**src/rtl/rggen_rwl_lock_pkg.sv**
```systemverilog
// Shared types and helpers for the key-sequenced lock controller.
package rggen_rwl_lock_pkg;

    typedef enum logic [1:0] {
        LOCKED   = 2'd0,
        ARMED    = 2'd1,
        UNLOCKED = 2'd2
    } rggen_rwl_lock_state_e;

    // Counter must be able to hold TIMEOUT-1 down to 0.
    function automatic int clog2_timeout(input int timeout);
        return $clog2(timeout + 1);
    endfunction

endpackage

```
**src/rtl/rggen_rwl_lock_timer.sv**
```systemverilog
// Loadable down-counter; saturates at zero, clear beats load beats decrement.
module rggen_rwl_lock_timer #(
    parameter int CW = 5
) (
    input  logic          clk,
    input  logic          rst_n,
    input  logic          load,
    input  logic [CW-1:0] load_value,
    input  logic          dec,
    input  logic          clear,
    output logic [CW-1:0] count,
    output logic          zero
);

    always_ff @(posedge clk or negedge rst_n) begin
        if (!rst_n) begin
            count <= '0;
        end else if (clear) begin
            count <= '0;
        end else if (load) begin
            count <= load_value;
        end else if (dec && (count != '0)) begin
            count <= count - 1'b1;
        end
    end

    assign zero = (count == '0);

endmodule

```
**src/rtl/rggen_rwl_lock_controller.sv**
```systemverilog
// Two-word key sequence opens a bounded write window for lock-protected fields.
module rggen_rwl_lock_controller
    import rggen_rwl_lock_pkg::*;
#(
    parameter int                   KEY_WIDTH       = 8,
    parameter logic [KEY_WIDTH-1:0] KEY0            = 8'hA5,
    parameter logic [KEY_WIDTH-1:0] KEY1            = 8'h5A,
    parameter int                   TIMEOUT         = 16,
    parameter bit                   RELOCK_ON_WRITE = 1'b1,
    parameter int                   CW              = clog2_timeout(TIMEOUT)
) (
    input  logic                 i_clk,
    input  logic                 i_rst_n,
    input  logic                 i_key_valid,
    input  logic [KEY_WIDTH-1:0] i_key_data,
    input  logic                 i_guarded_write,
    input  logic                 i_force_lock,
    output logic                 o_lock,
    output logic                 o_key_error,
    output logic [CW-1:0]        o_remaining
);

    localparam logic [CW-1:0] LOAD_VALUE = CW'(TIMEOUT - 1);

    rggen_rwl_lock_state_e state, next_state;
    logic          load, dec, clear, key_error_next, zero;
    logic [CW-1:0] count;

    rggen_rwl_lock_timer #(.CW(CW)) u_timer (
        .clk        (i_clk),
        .rst_n      (i_rst_n),
        .load       (load),
        .load_value (LOAD_VALUE),
        .dec        (dec),
        .clear      (clear),
        .count      (count),
        .zero       (zero)
    );

    always_ff @(posedge i_clk or negedge i_rst_n) begin
        if (!i_rst_n) begin
            state       <= LOCKED;
            o_key_error <= 1'b0;
        end else begin
            state       <= next_state;
            o_key_error <= key_error_next;
        end
    end

    always_comb begin
        next_state     = state;
        load           = 1'b0;
        dec            = 1'b0;
        clear          = 1'b0;
        key_error_next = 1'b0;
        case (state)
            LOCKED: begin
                if (i_key_valid) begin
                    if (i_key_data == KEY0) begin
                        next_state = ARMED;
                        load       = 1'b1;
                    end else begin
                        key_error_next = 1'b1;
                    end
                end
            end
            ARMED: begin
                // A key arriving on the expiry cycle is still evaluated.
                if (i_key_valid) begin
                    if (i_key_data == KEY1) begin
                        next_state = UNLOCKED;
                        load       = 1'b1;
                    end else begin
                        next_state     = LOCKED;
                        clear          = 1'b1;
                        key_error_next = 1'b1;
                    end
                end else if (zero) begin
                    next_state = LOCKED;
                    clear      = 1'b1;
                end else begin
                    dec = 1'b1;
                end
            end
            UNLOCKED: begin
                // Any key write while open is a software re-lock, not an error.
                if (i_key_valid || (i_guarded_write && RELOCK_ON_WRITE) || zero) begin
                    next_state = LOCKED;
                    clear      = 1'b1;
                end else begin
                    dec = 1'b1;
                end
            end
            default: begin
                next_state = LOCKED;
                clear      = 1'b1;
            end
        endcase
        if (i_force_lock) begin
            next_state     = LOCKED;
            load           = 1'b0;
            dec            = 1'b0;
            clear          = 1'b1;
            key_error_next = 1'b0;
        end
    end

    assign o_lock      = (state != UNLOCKED);
    assign o_remaining = (state == UNLOCKED) ? count : '0;

endmodule

```
**config.mk**
```make
export PLATFORM = sky130hd
export DESIGN_NAME = rggen_rwl_lock_controller
export DESIGN_NICKNAME = d
export VERILOG_FILES = /design/src/rtl/rggen_rwl_lock_pkg.sv /design/src/rtl/rggen_rwl_lock_timer.sv /design/src/rtl/rggen_rwl_lock_controller.sv
export SDC_FILE = /design/constraint.sdc
export NUM_CORES = 1
export LEC_CHECK = 0
export CAP_MARGIN = 20
export CORE_MARGIN = 1
export CORE_UTILIZATION = 35
export DETAILED_ROUTE_END_ITERATION = 10
export PLACE_DENSITY = 0.67
export SLEW_MARGIN = 0
export SYNTH_ARGS = -nofsm -noshare
export SYNTH_HDL_FRONTEND = slang
export SYNTH_HIERARCHICAL = 1
export SYNTH_SLANG_ARGS = --single-unit
export TNS_END_PERCENT = 10
```
**constraint.sdc**
```tcl
create_clock -name i_clk -period 2.8 [get_ports i_clk]
set_input_delay 0.7 -clock i_clk [delete_from_list [all_inputs] [get_ports i_clk]]
set_output_delay 0.7 -clock i_clk [all_outputs]
set_load 0.02 [all_outputs]
```
==> results of run 1 <==
-- Yosys cell counts, types with 2 or more instances --
master | n | share of area [%]
nand4bb_1 | 2 | 3.1
ha_1 | 5 | 8.6
a311oi_1 | 2 | 2.4
o21ai_0 | 3 | 2.1
a21oi_1 | 6 | 4.1
nor2b_1 | 2 | 1.7
inv_1 | 8 | 4.1
nand2_1 | 4 | 2.1
nor3_1 | 3 | 2.1
nor3b_1 | 2 | 2.1
and2_2 | 5 | 5.1
nand3_1 | 2 | 1.4
conb_1 | 2 | 1.0
dfrtp_1 | 8 | 27
nor2_1 | 6 | 3.1
and4bb_1 | 2 | 3.4
-- final timing paths --
check	from	endpoint	cells past startpoint
max	state[0]	o_remaining[2]	4
min	state[0]	state[0]	2
max reg2reg	u_timer/count[0]	u_timer/count[2]	10
min reg2reg	state[0]	state[0]	2
max in group asynchronous	i_rst_n	u_timer/count[3]	1
min in group asynchronous	i_rst_n	o_key_error	1
-- report_power, final --
group          total (mW)  leakage, nW  internal, mW  switching [mW]
clock              0.0986       0.0138        0.0497          0.0489
combinational      0.0371        0.273        0.0223          0.0148
sequential          0.117        0.111         0.116        0.000273
-- cell usage in the layout (no fill, tap or decap), drive strengths merged --
cell type and instances:
clkdlybuf4s50 19, inv 8, dfrtp 8, a21oi 6, nor2 6, and2 5
ha 5, conb 5, nand2 4, buf 4, o21ai 4, nor3 3
clkbuf 3, and4bb 2, nand4bb 2, nor2b 2, nand3 2, nor3b 2
a311oi 2, a2111oi 2, nand2b 1, a211oi 1, and2b 1, a32oi 1
or2 1, o22ai 1, a211o 1, and4 1, or4b 1, o311ai 1
a311o 1, a21o 1, and3 1, or3 1, a221oi 1
-- state kept, by name, summed over array words and instances (netlist names) --
register and cells:
state 2, u_timer/count 5, o_key_error 1
-- through the flow --
step / instance area [um^2] / setup WS, ps
2_1_floorplan: 741 / 153
3_3_place_gp: 983 / 201
3_5_place_dp: 983 / 227
4_1_cts: 1010 / 162
5_1_grt: 1010 / 92.0
6_report: 1010 / 196
-- layer usage --
layer	wire length (um)	track usage (%)	vias to the layer above	part of all wire, %
met4	10	8.89	0	0.60
met2	761	25.5	16	46
li1	-	-	355	-
met1	828	21.5	319	50
met3	68	4.91	2	4.1
met5	0	0	-	0
-- worst min-delay path: cells and delay by family (launching register included) --
family          cells  cell delay (ps)
compound gates      1              130
flops               1              410
simple gates        1               50
-- cell families after synthesis --
logic type | synth area share, %
AND/OR/NAND/NOR | 32.2
AO/OA/AOI/OAI | 25.0
buffers and inverters | 5.66
flip-flops | 27.4
adder cells (fa/ha/maj) | 8.58
other | 1.03
-- area by class of cell --
cell class / instances / area, um^2 / share of cell area (%)
multi-input combinational: 67 / 499 / 49.6
clock buffer: 3 / 22.5 / 2.24
inverter: 8 / 30.0 / 2.99
timing repair buffer: 23 / 220 / 21.9
tap: 27 / 33.8 / 3.36
sequential: 8 / 200 / 19.9
==> results.md, run 1 <==
- Die height: 47.7 um
- Max VDD drop: 0.146 mV
- Final critical-path share of the clock period: about 93%
- Main synth FF type: dfrtp_1
- H-tree Lvls: 1
- EDFF count, synth: 0
- RSZ-0062 raised after global routing: no
- Largest net degree at the start of global routing: 10
- CORE AREA: 1960 um^2
- Fraction of layout cells with a size suffix above 1: 15.6%
- CTS sink cnt: 8
- TNS Setup: 0 ps
- Post-CTS sizing: 0
- CTS Hold Bufs: 0
- Max Clock Freq: 0.384 GHz
- Final Util: between 50% and 60%
- Slowest cell on crit path: clkdlybuf4s50_1
- DRT iter0 DRCs: 10
- Bufs on Longest Clock Path: 2
- First-pass GRT wire length: 2.62 mm
- Vias in the first global route: 635
- Number of max-cap violations: 0
- Final min period: 2600 ps
- GRT Residual Overflow: 0
- CTS Buf Count: 3
- Placed Cells: 133
- Clock transition at path regs: roughly 60 ps
- Starting Density: around 37%
- Fin. max-slew vios: 0
- All-Layer GR Usage: between 10% and 20%
- I/O pins: 20
- Crit-path max cell delay: 600 ps
- Cell Area, Synth: 729 um^2
- Status: completed
- Tot Pwr: 0.252 mW
- Die area: 2270 um^2
- Area Overhead vs Synth: 37.9%
- Post-layout nets: about 130
- Root Buffer: clkbuf_4
- Setup Buffers After CTS: 0
- Post-Layout Cell Count: 136
- Via count: between 600 and 700
- Die W: approximately 48 um
- Netlist cell types: 35
- Worst Path Arrival: 1900 ps
- FFs w/ async S/R, synth: 100%
- Final hold vios: 0
- Fillers: 203
- Buf+Inv Stages, Crit Path: 2
- Total wire length: 1.67 mm
- DR vias/cell: 5.09
- Register bit count reported by yosys: 8
- Layout Skew: 3.12 ps
- FF-to-FF setup slack: 420 ps
- Sequential share of the synthesized area: between 20% and 30%
- YS warnings: 6
- Initial antenna violation count: 0
- Smallest hold slack: ~630 ps
- Pwr dens: 251 nW/um^2
- Ant diodes: 0
- Syn avg cell area: 9.01 um^2
- Port buffer count: 19
- Site Rows: 16
- CP Launch Type: flop
- Max Fanout on Critical Path: 9
- Drc violations: 0
- Post-Syn Instances: 81
- Routability cong.: slightly below 0.8
- Worst-Skew Late Latency: 260 ps
- DP HPWL: approximately 1.3 mm
- Worst hold path type: flop to flop
- Post-DRT Antenna Nets: 0
- TritonCTS clock tree: done
- Final setup vio count: 0
- CP Cell Sequence: inv_1 > ha_1 > and2_2 > clkdlybuf4s50_1
- Crit end category: output port
- DRT Pass-1 Iters: 4
- Pleak: 0.398 nW
- WS Path Type: flop to output port
- Drt wl/cell: 12.3 um
- Critical Path RT: between 2000 and 2500 ps
- Crit path max-delay family: buffers and inverters
Power figures use the tool's default switching activity.
==> run 2: changes to the inputs <==
- SLEW_MARGIN: 0 -> 5
==> results of run 2 <==
The final DEF is identical to that of run 1; final timing and power are the same.
